<file path="src/rtl/doraemon_pkg.sv">
// Shared definitions for the doraemon selection engine.
// Holds the engine FSM state type, the default parameter values and the
// helper functions that derive the door-index width and the score width.
package doraemon_pkg;

    localparam int NUM_DOOR_DEF = 5;
    localparam int DW_DEF       = 8;
    localparam int WW_DEF       = 3;
    localparam int IDW_DEF      = 5;
    localparam int FDEPTH_DEF   = 8;

    typedef enum logic [2:0] {
        ST_FILL,
        ST_IDLE,
        ST_CALC,
        ST_SEL,
        ST_OUT
    } state_t;

    // Bits needed to index num_door door slots.
    function automatic int door_w(input int num_door);
        return $clog2(num_door);
    endfunction

    // Each product needs dw+ww bits; summing three of them adds two more.
    function automatic int score_w(input int dw, input int ww);
        return dw + ww + 2;
    endfunction

endpackage

</file>
<file path="src/rtl/doraemon_sync_fifo.sv">
// Synchronous first-word-fall-through FIFO used as the engine input queue.
// Ports:
//   clk, rst        clock and asynchronous active-high reset (pointers only)
//   i_clear         synchronous flush, overrides push and pop
//   i_push, i_data  write request and data (ignored when full)
//   i_pop           read request (ignored when empty)
//   o_data          head entry, valid whenever o_empty is low
//   o_full, o_empty occupancy flags
//   o_count         current number of stored entries
module sync_fifo #(
    parameter  int WIDTH = 8,
    parameter  int DEPTH = 8,
    localparam int AW    = $clog2(DEPTH),
    localparam int CW    = AW + 1
) (
    input  logic             clk,
    input  logic             rst,
    input  logic             i_clear,
    input  logic             i_push,
    input  logic [WIDTH-1:0] i_data,
    input  logic             i_pop,
    output logic [WIDTH-1:0] o_data,
    output logic             o_full,
    output logic             o_empty,
    output logic [CW-1:0]    o_count
);

    logic [WIDTH-1:0] r_mem [DEPTH];
    logic [AW-1:0]    r_wr_ptr;
    logic [AW-1:0]    r_rd_ptr;
    logic [CW-1:0]    r_count;
    logic             w_push;
    logic             w_pop;

    assign o_full  = (r_count == CW'(DEPTH));
    assign o_empty = (r_count == '0);
    assign o_count = r_count;
    assign o_data  = r_mem[r_rd_ptr];

    // A full FIFO refuses a push even when a pop happens in the same cycle.
    assign w_push = i_push && !o_full;
    assign w_pop  = i_pop && !o_empty;

    always_ff @(posedge clk or posedge rst) begin
        if (rst) begin
            r_wr_ptr <= '0;
            r_rd_ptr <= '0;
            r_count  <= '0;
        end else if (i_clear) begin
            r_wr_ptr <= '0;
            r_rd_ptr <= '0;
            r_count  <= '0;
        end else begin
            if (w_push) r_wr_ptr <= r_wr_ptr + AW'(1);
            if (w_pop)  r_rd_ptr <= r_rd_ptr + AW'(1);
            r_count <= r_count + CW'(w_push) - CW'(w_pop);
        end
    end

    // Storage carries no reset; entries are only read after being written.
    always_ff @(posedge clk) begin
        if (w_push && !i_clear) r_mem[r_wr_ptr] <= i_data;
    end

endmodule

</file>
<file path="src/rtl/doraemon_sel_engine.sv">
// Doraemon selection engine.
// The first NUM_DOOR queued items fill the door slots. Every later item is
// scored against all doors with its own weights; the best-scoring door
// (lowest index on ties) is reported as {door index, door id} and then
// replaced by the item.
// Ports:
//   clk, rst                 clock and asynchronous active-high reset
//   clear                    synchronous restart (flush queue, refill doors)
//   in_valid / in_ready      item handshake
//   doraemon_id, size, iq_score, eq_score   item fields
//   size_weight, iq_weight, eq_weight       weights travelling with the item
//   out_valid / out_ready    result handshake, result held until accepted
//   out                      {door index, selected door id}
module doraemon_sel_engine
    import doraemon_pkg::*;
#(
    parameter  int NUM_DOOR = NUM_DOOR_DEF,
    parameter  int DW       = DW_DEF,
    parameter  int WW       = WW_DEF,
    parameter  int IDW      = IDW_DEF,
    parameter  int FDEPTH   = FDEPTH_DEF,
    localparam int DOORW    = door_w(NUM_DOOR)
) (
    input  logic                 clk,
    input  logic                 rst,
    input  logic                 clear,
    input  logic                 in_valid,
    output logic                 in_ready,
    input  logic [IDW-1:0]       doraemon_id,
    input  logic [DW-1:0]        size,
    input  logic [DW-1:0]        iq_score,
    input  logic [DW-1:0]        eq_score,
    input  logic [WW-1:0]        size_weight,
    input  logic [WW-1:0]        iq_weight,
    input  logic [WW-1:0]        eq_weight,
    output logic                 out_valid,
    input  logic                 out_ready,
    output logic [DOORW+IDW-1:0] out
);

    localparam int SW = score_w(DW, WW);
    localparam int FW = IDW + 3 * DW + 3 * WW;
    localparam int CW = $clog2(FDEPTH) + 1;

    function automatic logic [SW-1:0] calc_score(
        input logic [DW-1:0] s, input logic [DW-1:0] q, input logic [DW-1:0] e,
        input logic [WW-1:0] a, input logic [WW-1:0] b, input logic [WW-1:0] c
    );
        return SW'(s) * SW'(a) + SW'(q) * SW'(b) + SW'(e) * SW'(c);
    endfunction

    // Queue signals and the unpacked head entry.
    logic [FW-1:0]  w_fifo_wdata;
    logic [FW-1:0]  w_fifo_rdata;
    logic           w_full;
    logic           w_empty;
    logic           w_push;
    logic           w_pop;
    logic           w_out_hs;
    logic [CW-1:0]  w_count;
    logic [CW-1:0]  w_count_next;
    logic [IDW-1:0] w_id_p0;
    logic [DW-1:0]  w_size_p0;
    logic [DW-1:0]  w_iq_p0;
    logic [DW-1:0]  w_eq_p0;
    logic [WW-1:0]  w_sw_p0;
    logic [WW-1:0]  w_iw_p0;
    logic [WW-1:0]  w_ew_p0;

    // Control state.
    state_t               r_state;
    logic [DOORW-1:0]     r_fill_cnt;
    logic                 r_in_ready;
    logic                 r_out_valid;
    logic [DOORW+IDW-1:0] r_out;

    // Door slots, held item and pipeline data (no reset needed).
    logic [IDW-1:0]   r_door_id   [NUM_DOOR];
    logic [DW-1:0]    r_door_size [NUM_DOOR];
    logic [DW-1:0]    r_door_iq   [NUM_DOOR];
    logic [DW-1:0]    r_door_eq   [NUM_DOOR];
    logic [IDW-1:0]   r_hold_id_p0;
    logic [DW-1:0]    r_hold_size_p0;
    logic [DW-1:0]    r_hold_iq_p0;
    logic [DW-1:0]    r_hold_eq_p0;
    logic [WW-1:0]    r_hold_sw_p0;
    logic [WW-1:0]    r_hold_iw_p0;
    logic [WW-1:0]    r_hold_ew_p0;
    logic [SW-1:0]    r_score_p1  [NUM_DOOR];
    logic [DOORW-1:0] r_sel_p2;
    logic [DOORW-1:0] w_best_idx;
    logic [SW-1:0]    w_best_score;

    assign w_fifo_wdata = {doraemon_id, size, iq_score, eq_score,
                           size_weight, iq_weight, eq_weight};
    assign {w_id_p0, w_size_p0, w_iq_p0, w_eq_p0,
            w_sw_p0, w_iw_p0, w_ew_p0} = w_fifo_rdata;

    // clear discards any item offered in the same cycle.
    assign w_push   = in_valid && r_in_ready && !clear;
    assign w_pop    = !clear && !w_empty && (r_state == ST_FILL || r_state == ST_IDLE);
    assign w_out_hs = r_out_valid && out_ready;

    assign in_ready  = r_in_ready;
    assign out_valid = r_out_valid;
    assign out       = r_out;

    sync_fifo #(
        .WIDTH (FW),
        .DEPTH (FDEPTH)
    ) u_fifo (
        .clk     (clk),
        .rst     (rst),
        .i_clear (clear),
        .i_push  (w_push),
        .i_data  (w_fifo_wdata),
        .i_pop   (w_pop),
        .o_data  (w_fifo_rdata),
        .o_full  (w_full),
        .o_empty (w_empty),
        .o_count (w_count)
    );

    // Next occupancy lets in_ready be a flop that still tracks "not full"
    // in the same cycle the FIFO reaches or leaves the full state.
    always_comb begin
        w_count_next = w_count;
        if (w_push && !w_full) w_count_next = w_count_next + CW'(1);
        if (w_pop)             w_count_next = w_count_next - CW'(1);
    end

    // Argmax over registered scores; strict compare keeps the lowest index on ties.
    always_comb begin
        w_best_idx   = '0;
        w_best_score = r_score_p1[0];
        for (int d = 1; d < NUM_DOOR; d++) begin
            if (r_score_p1[d] > w_best_score) begin
                w_best_score = r_score_p1[d];
                w_best_idx   = DOORW'(d);
            end
        end
    end

    always_ff @(posedge clk or posedge rst) begin
        if (rst) begin
            r_state     <= ST_FILL;
            r_fill_cnt  <= '0;
            r_in_ready  <= 1'b0;
            r_out_valid <= 1'b0;
            r_out       <= '0;
        end else begin
            r_in_ready <= clear ? 1'b1 : (w_count_next != CW'(FDEPTH));
            if (clear) begin
                r_state     <= ST_FILL;
                r_fill_cnt  <= '0;
                r_out_valid <= 1'b0;
            end else begin
                case (r_state)
                    ST_FILL: begin
                        if (w_pop) begin
                            if (r_fill_cnt == DOORW'(NUM_DOOR - 1)) begin
                                r_fill_cnt <= '0;
                                r_state    <= ST_IDLE;
                            end else begin
                                r_fill_cnt <= r_fill_cnt + DOORW'(1);
                            end
                        end
                    end
                    ST_IDLE: if (w_pop) r_state <= ST_CALC;
                    ST_CALC: r_state <= ST_SEL;
                    ST_SEL: begin
                        r_out_valid <= 1'b1;
                        r_out       <= {w_best_idx, r_door_id[w_best_idx]};
                        r_state     <= ST_OUT;
                    end
                    ST_OUT: begin
                        if (w_out_hs) begin
                            r_out_valid <= 1'b0;
                            r_state     <= ST_IDLE;
                        end
                    end
                    default: r_state <= ST_FILL;
                endcase
            end
        end
    end

    always_ff @(posedge clk) begin
        // p0: door fill / item hold
        if (r_state == ST_FILL && w_pop) begin
            r_door_id[r_fill_cnt]   <= w_id_p0;
            r_door_size[r_fill_cnt] <= w_size_p0;
            r_door_iq[r_fill_cnt]   <= w_iq_p0;
            r_door_eq[r_fill_cnt]   <= w_eq_p0;
        end
        if (r_state == ST_IDLE && w_pop) begin
            r_hold_id_p0   <= w_id_p0;
            r_hold_size_p0 <= w_size_p0;
            r_hold_iq_p0   <= w_iq_p0;
            r_hold_eq_p0   <= w_eq_p0;
            r_hold_sw_p0   <= w_sw_p0;
            r_hold_iw_p0   <= w_iw_p0;
            r_hold_ew_p0   <= w_ew_p0;
        end
        // p1: per-door scores
        if (r_state == ST_CALC) begin
            for (int d = 0; d < NUM_DOOR; d++) begin
                r_score_p1[d] <= calc_score(r_door_size[d], r_door_iq[d], r_door_eq[d],
                                            r_hold_sw_p0, r_hold_iw_p0, r_hold_ew_p0);
            end
        end
        // p2: selected door, replaced by the held item once the result is taken
        if (r_state == ST_SEL) r_sel_p2 <= w_best_idx;
        if (r_state == ST_OUT && w_out_hs && !clear) begin
            r_door_id[r_sel_p2]   <= r_hold_id_p0;
            r_door_size[r_sel_p2] <= r_hold_size_p0;
            r_door_iq[r_sel_p2]   <= r_hold_iq_p0;
            r_door_eq[r_sel_p2]   <= r_hold_eq_p0;
        end
    end

endmodule

</file>
<file path="config.mk">
export PLATFORM = sky130hd
export DESIGN_NAME = doraemon_sel_engine
export DESIGN_NICKNAME = d
export VERILOG_FILES = /design/src/rtl/doraemon_pkg.sv /design/src/rtl/doraemon_sync_fifo.sv /design/src/rtl/doraemon_sel_engine.sv
export SDC_FILE = /design/constraint.sdc
export NUM_CORES = 1
export LEC_CHECK = 0
export ABC_AREA = 1
export CAP_MARGIN = 25
export CORE_UTILIZATION = 60
export DETAILED_ROUTE_END_ITERATION = 10
export PLACE_DENSITY = 0.73
export SLEW_MARGIN = 5
export SYNTH_ARGS = -nofsm -noshare
export SYNTH_HDL_FRONTEND = slang
export SYNTH_SLANG_ARGS = --single-unit
</file>
<file path="constraint.sdc">
create_clock -name clk -period 7.8 [get_ports clk]
set_clock_uncertainty 0.05 [all_clocks]
set_input_delay 2.34 -clock clk [delete_from_list [all_inputs] [get_ports clk]]
set_output_delay 2.34 -clock clk [all_outputs]
set_load 0.01 [all_outputs]
</file>
* After elaboration in Yosys (flattened, before gate mapping)
Memory sizes are Yosys's and may differ from the RTL's. A register that Yosys moved wholly into a read port is not among the register bits.
Cells that the tools add are included.
** Storage, ports and cells
- Logic and storage cells :: 149
- Output and inout bits :: 10
- Input port bits :: 43
- Register bits :: 67
- Memory bits (writable) :: 514
- Memories :: 6
** Memories
- u_fifo.r_mem :: words 8, width 38, read ports 1, clocked after memory_dff 0, write ports 1, line doraemon_sync_fifo.sv:28 : logic [WIDTH-1:0] r_mem [DEPTH];
- r_score_p1 :: words 5, width 13, read ports 5, clocked after memory_dff 0, write ports 5, line doraemon_sel_engine.sv:89 : logic [SW-1:0] r_score_p1 [NUM_DOOR];
- r_door_eq :: words 5, width 8, read ports 5, clocked after memory_dff 0, write ports 1, line doraemon_sel_engine.sv:81 : logic [DW-1:0] r_door_eq [NUM_DOOR];
- r_door_iq :: words 5, width 8, read ports 5, clocked after memory_dff 0, write ports 1, line doraemon_sel_engine.sv:80 : logic [DW-1:0] r_door_iq [NUM_DOOR];
- r_door_size :: words 5, width 8, read ports 5, clocked after memory_dff 0, write ports 1, line doraemon_sel_engine.sv:79 : logic [DW-1:0] r_door_size [NUM_DOOR];
- r_door_id :: words 5, width 5, read ports 1, clocked after memory_dff 1, write ports 1, line doraemon_sel_engine.sv:78 : logic [IDW-1:0] r_door_id [NUM_DOOR];
** Cells by class
- Add/sub/neg operators :: 17
- $mul :: 15
- Magnitude comparators :: 4
- Muxes and demuxes :: 48
- Equality and inequality tests :: 11
- Bitwise operators :: 1
- Reductions and logical operators :: 31
** Operators by type and width (count)
- 8-bit by 3-bit multiplier with 11-bit output :: 15
- 12-bit by 11-bit adder with 13-bit output :: 5
- 11-bit by 11-bit adder with 12-bit output :: 5
- 3-bit two-way mux :: 20
- 13-bit > comparator :: 4
- 13-bit two-way mux :: 3
- 8-bit two-way mux :: 3
- 8-bit OR reduction :: 3
- 1-bit two-way mux :: 16
- 3-bit case mux with 5 select lines :: 1
- 1-bit logical AND :: 12
- 4-bit two-way mux :: 3
- 3-bit by 1-bit adder with 3-bit output, second input constant :: 3
- 3-bit by 2-bit inequality test with 1-bit output, second input constant :: 3
- 2-bit nonzero test :: 4
- 3-bit by 2-bit equality test with 1-bit output, second input constant :: 2
- 3-bit equality test, second input constant :: 2
- 2-bit AND reduction :: 3
- 5-bit two-way mux :: 1
- 5-bit OR reduction :: 1
- 4-bit by 1-bit adder with 4-bit output :: 1
- 4-bit by 1-bit adder with 4-bit output, second input constant :: 1
- 4-bit equality test, second input constant :: 1
- 4-bit zero test :: 1
- 12 further kinds :: 14

* Logic depth before layout (Yosys ltp)
An unclocked memory read counts as a cell.
- Depth after elaboration :: 9
- Depth in mapped cells :: 52
- Depth with buffers taken out :: 49

* Modules after synthesis
From an unflattened synthesis, not the netlist that was laid out.
** Unflattened totals
- Cells, all modules :: 3513
- Area, all modules :: 35210.0 um2
** By module, submodules not included
- doraemon_sel_engine :: cells each 2104, seq. area each 7937.6 um2, instances 1, area each 21314.2 um2
- sync_fifo :: cells each 1409, seq. area each 9379.0 um2, instances 1, area each 13895.8 um2

* Worst setup path after synthesis
No wires, ideal clock.
- Path type :: register to register
- Start point :: mem r_score_p1[0][25] (netlist bit)
- End point :: reg r_out[0], in the netlist out[0] (read register of r_door_id)
- Buffers on the path :: 3
- Clock period less this slack :: 6.378 ns
- Data required time :: 7.634 ns
- Setup time :: 0.116 ns
- Arrival :: 6.211 ns
- Cell stages (with the launch flop) :: 51
- Path slack :: 1.422 ns
- Cell sequence :: edfxtp_1 > ha_1 > nand2_1 > inv_1 > nand2_1 > nand2_1 > a21oi_1 > nand2_4 > nand2_4 > clkbuf_1 > nand2_1 > o21ai_0 > ha_1 > nand2_1 > nor2_1 > a211oi_1 > nand2_1 > nand2_1 > [... 15 more ...] > clkbuf_1 > o21ai_0 > ha_1 > a21oi_1 > o21ai_0 > a21oi_1 > o21bai_1 > a21oi_1 > o21a_1 > o21ai_0 > nand2_1 > inv_1 > nor2_1 > inv_1 > nand3_1 > nand3_1 > nand2_1 > nand2_1
** RTL lines
- start, declared :: line doraemon_sel_engine.sv:89
- end, declared :: line doraemon_sel_engine.sv:75 : logic [DOORW+IDW-1:0] r_out;

==> results.md <==
- Reg2reg path depth: 47
- Fin. Hold Viols: 0
- Vias in the first global route: 21.4k
- Register Area: 0.0173 mm²
- Via count: 21.4k
- Residual DRC count: 0
- Largest net degree at the start of global routing: 109
- Commonest cells after routing, fill and taps aside: 555 x edfxtp_1, 533 x nand2_1, 513 x inv_1
- RSZ-0062 raised after global routing: false
- Io pins: 53
- Relative slew margins: 0.336
- Cell count after placement: 3752
- Netlist cell types: 43
- Synth top area cells: edfxtp_1 50%, fa_1 16%, ha_1 6.1%
- Syn_nets: 3487
- Finished Cell Area: 0.0368 mm²
- Die area: 0.0567 mm²
- Initial antenna violation count: 1
- Multi-input combinational cell area: 0.0138 mm²
- Placed wire-length estimate: 50800 µm
- Reg-to-reg endpoint: out[0]
- Die Wd: 238 µm
- Register area share after synthesis: 0.518
- Post-Layout Cell Count: 3858
- CTS Sinks: 581
- Site Rows: 86
- Setup CP Type: reg2reg
- Layout cell share with drive strength beyond 1: 0.0617
- Class of the worst hold path: reg2reg
- Final worst-path cycle share: 0.897
- Pins Over Slew Limit: 0
- Drt first-iter violations: 1662
- Root buffer selected by CTS: clkbuf_16
- Post-Synth Simple-Gate Area: 0.108
- Req. time, crit path: 8.26 ns
- Post-DRT Antenna Nets: 0
- TritonCTS clock tree: done
- Post-synthesis mux area share: 0.00977
- CP max stage delay: 0.40 ns
- TritonRoute pass-1 iters: 5
- Die Y: 238 µm
- Routability cong.: 0.887
- Core Area: 0.0551 mm²
- Final Net Count: 3532
- Total setup buffers inserted after CTS: 0
- Setup tns final: 0 ns
- FILL cells: 4116
- Ant diodes: 0
- CTS H-tree depth: 2
- #FFs+latches synth: 581
- WL final: 73000 µm
- Grt ovf: 0
- Highest clock rate: 0.143 GHz
- Synth Area in Compound Gates: 0.0637
- Post-synthesis xor/xnor area fraction: 0.0118
- CP max-delay cell: edfxtp_1
- Hold depth: 2
- Post-synthesis cell count: 3019
- Top cell type's share of synthesized area: 0.499
- Hold path start: out[0]
- First-pass GRT wire length: 114000 µm
- Clock slew at reported path FFs: 0.06 ns
- Reg-to-reg slack, setup: 0.81 ns
- FF-to-FF Start: r_score_p1[0][17]
- Clock Tree Buf Depth: 3
- Status: finished clean
- Most used cell, CP: nand2_1
- Period minus WS final: 6.99 ns
- Vias/cell: 5.55
- Hold Buf Count CTS: 0
- Most common cell after layout, fill and taps aside: edfxtp_1
- Initial Utilization: 0.607
- Slew @ Worst Pin: 0.997 ns
- Critical path data arrival time: 7.45 ns
- Synth area leader: edfxtp_1
- WHS Endpoint: out[0]
- Number of synthesis warnings: 0
- Clock Latency Late Sink: 0.63 ns
- CTS buffer count: 57
- Total GRT Usage: 0.264
- Worst Path Max Fanout: 26
- WL/cell: 18.9 µm
- Syn_area_per_cell: 11.1 µm²
- Area delta synth->final: 10.1%
- Cell Area, Synth: 0.0334 mm²
- Maxcap violations: 0
- Combinational family with the most area after synthesis: adder cells
- Setup violations, final: 0
- CTS-repair resized insts: 0
- CP Launch Type: flip-flop
- Adder-cell area share of the yosys netlist: 0.218
- Placed Area: 0.0349 mm²
- Crit. End Element: flip-flop
- I/O Buffers: 52
==> sequential cells by signal, summed over array words and instances, names as in the netlist, 4 cells and up <==
name and flops:
r_door_iq 40, r_door_size 40, out 8, r_hold_eq_p0 8, u_fifo.r_mem 304, r_hold_iq_p0 8, r_score_p1 65, r_door_id 25
r_door_eq 40, u_fifo.o_count 4, r_hold_id_p0 5, r_hold_size_p0 8
==> metrics by stage <==
stage / utilization / worst slack, ns / hold slack (ns)
after floorplan: - / 1.42 / 0.462
after global placement: 0.633 / 0.795 / 0.444
after detailed placement: 0.633 / 0.602 / 0.428
after CTS: 0.667 / 0.601 / 0.454
after global routing: 0.668 / 0.0872 / 0.495
final: 0.668 / 0.807 / 0.457
==> synth_stat cells <==
cell       number
ha_1          164
a21boi_2        1
dfrtp_1        26
inv_2           1
a21oi_1        72
buf_1           2
o21a_1          2
nand4_2         1
o211ai_1        3
a21boi_0        3
nand2_4         5
and3_1          1
nand4_1         3
nand2_2         3
inv_1         515
o22ai_1        39
nor2_4          1
a211oi_1        2
nor4_1          1
fa_1          261
clkinv_1        3
nor2_1        313
o21bai_1        4
mux2_2         29
nand3_2         2
a221oi_1        1
clkbuf_1      100
xnor2_1        13
a31oi_1        40
buf_2           3
o2111ai_1       1
o32ai_1         1
nor3_1          8
xor2_1         32
nand3_1        43
nand2_1       535
edfxtp_1      555
a21o_1          4
o21ai_0       219
nand3b_1        3
nor2_2          2
buf_6           1
o31ai_1         1
==> layer usage <==
metal / part of all wire / track usage / up-vias
li1: - / - / 9913
met1: 0.41 / 0.355 / 10500
met2: 0.48 / 0.440 / 786
met4: 0.032 / 0.0911 / 0
met5: 0 / 0 / -
met3: 0.072 / 0.0434 / 159
==> cell families (layout without fill, tap and decap cells) <==
| group | after synthesis | count (layout) |
|---|---|---|
| flip-flops | 581 | 581 |
| multiplexers | 29 | 29 |
| AO/OA/AOI/OAI | 393 | 393 |
| buffers and inverters | 625 | 716 |
| AND/OR/NAND/NOR | 921 | 921 |
| adder cells (fa/ha/maj) | 425 | 425 |
| XOR/XNOR | 45 | 45 |
==> critical path, delay by kind of cell, from the launching register on <==
family | cells | cell delay (ns)
compound gates | 16 | 2.31
fa+ha+maj | 4 | 1.18
buf+inv | 2 | 0.23
flops | 1 | 0.40
simple gates | 25 | 2.74
==> layout make-up <==
cell class                 count  share of cell area
timing repair buffer          92              0.0232
clock inverter                39              0.0117
inverter                     519              0.0530
tap                          748              0.0254
multi-input combinational   1813               0.376
clock buffer                  66              0.0397
sequential                   581               0.471
==> worst max path at each step <==
stage,start,end,slack (ns),cells after the start
floorplan,r_score_p1[0][25],out[0],1.42,50
global placement,r_score_p1[0][25],out[0],0.79,48
detailed placement,r_score_p1[0][17],out[4],0.60,48
CTS,r_score_p1[0][17],out[0],0.60,48
global route,r_score_p1[0][25],out[4],0.09,47
finish,r_score_p1[0][17],out[0],0.81,47
Power is left out: the tool's default activity adds up to more than one toggle a clock period on the data nets, which glitch-free logic cannot reach.
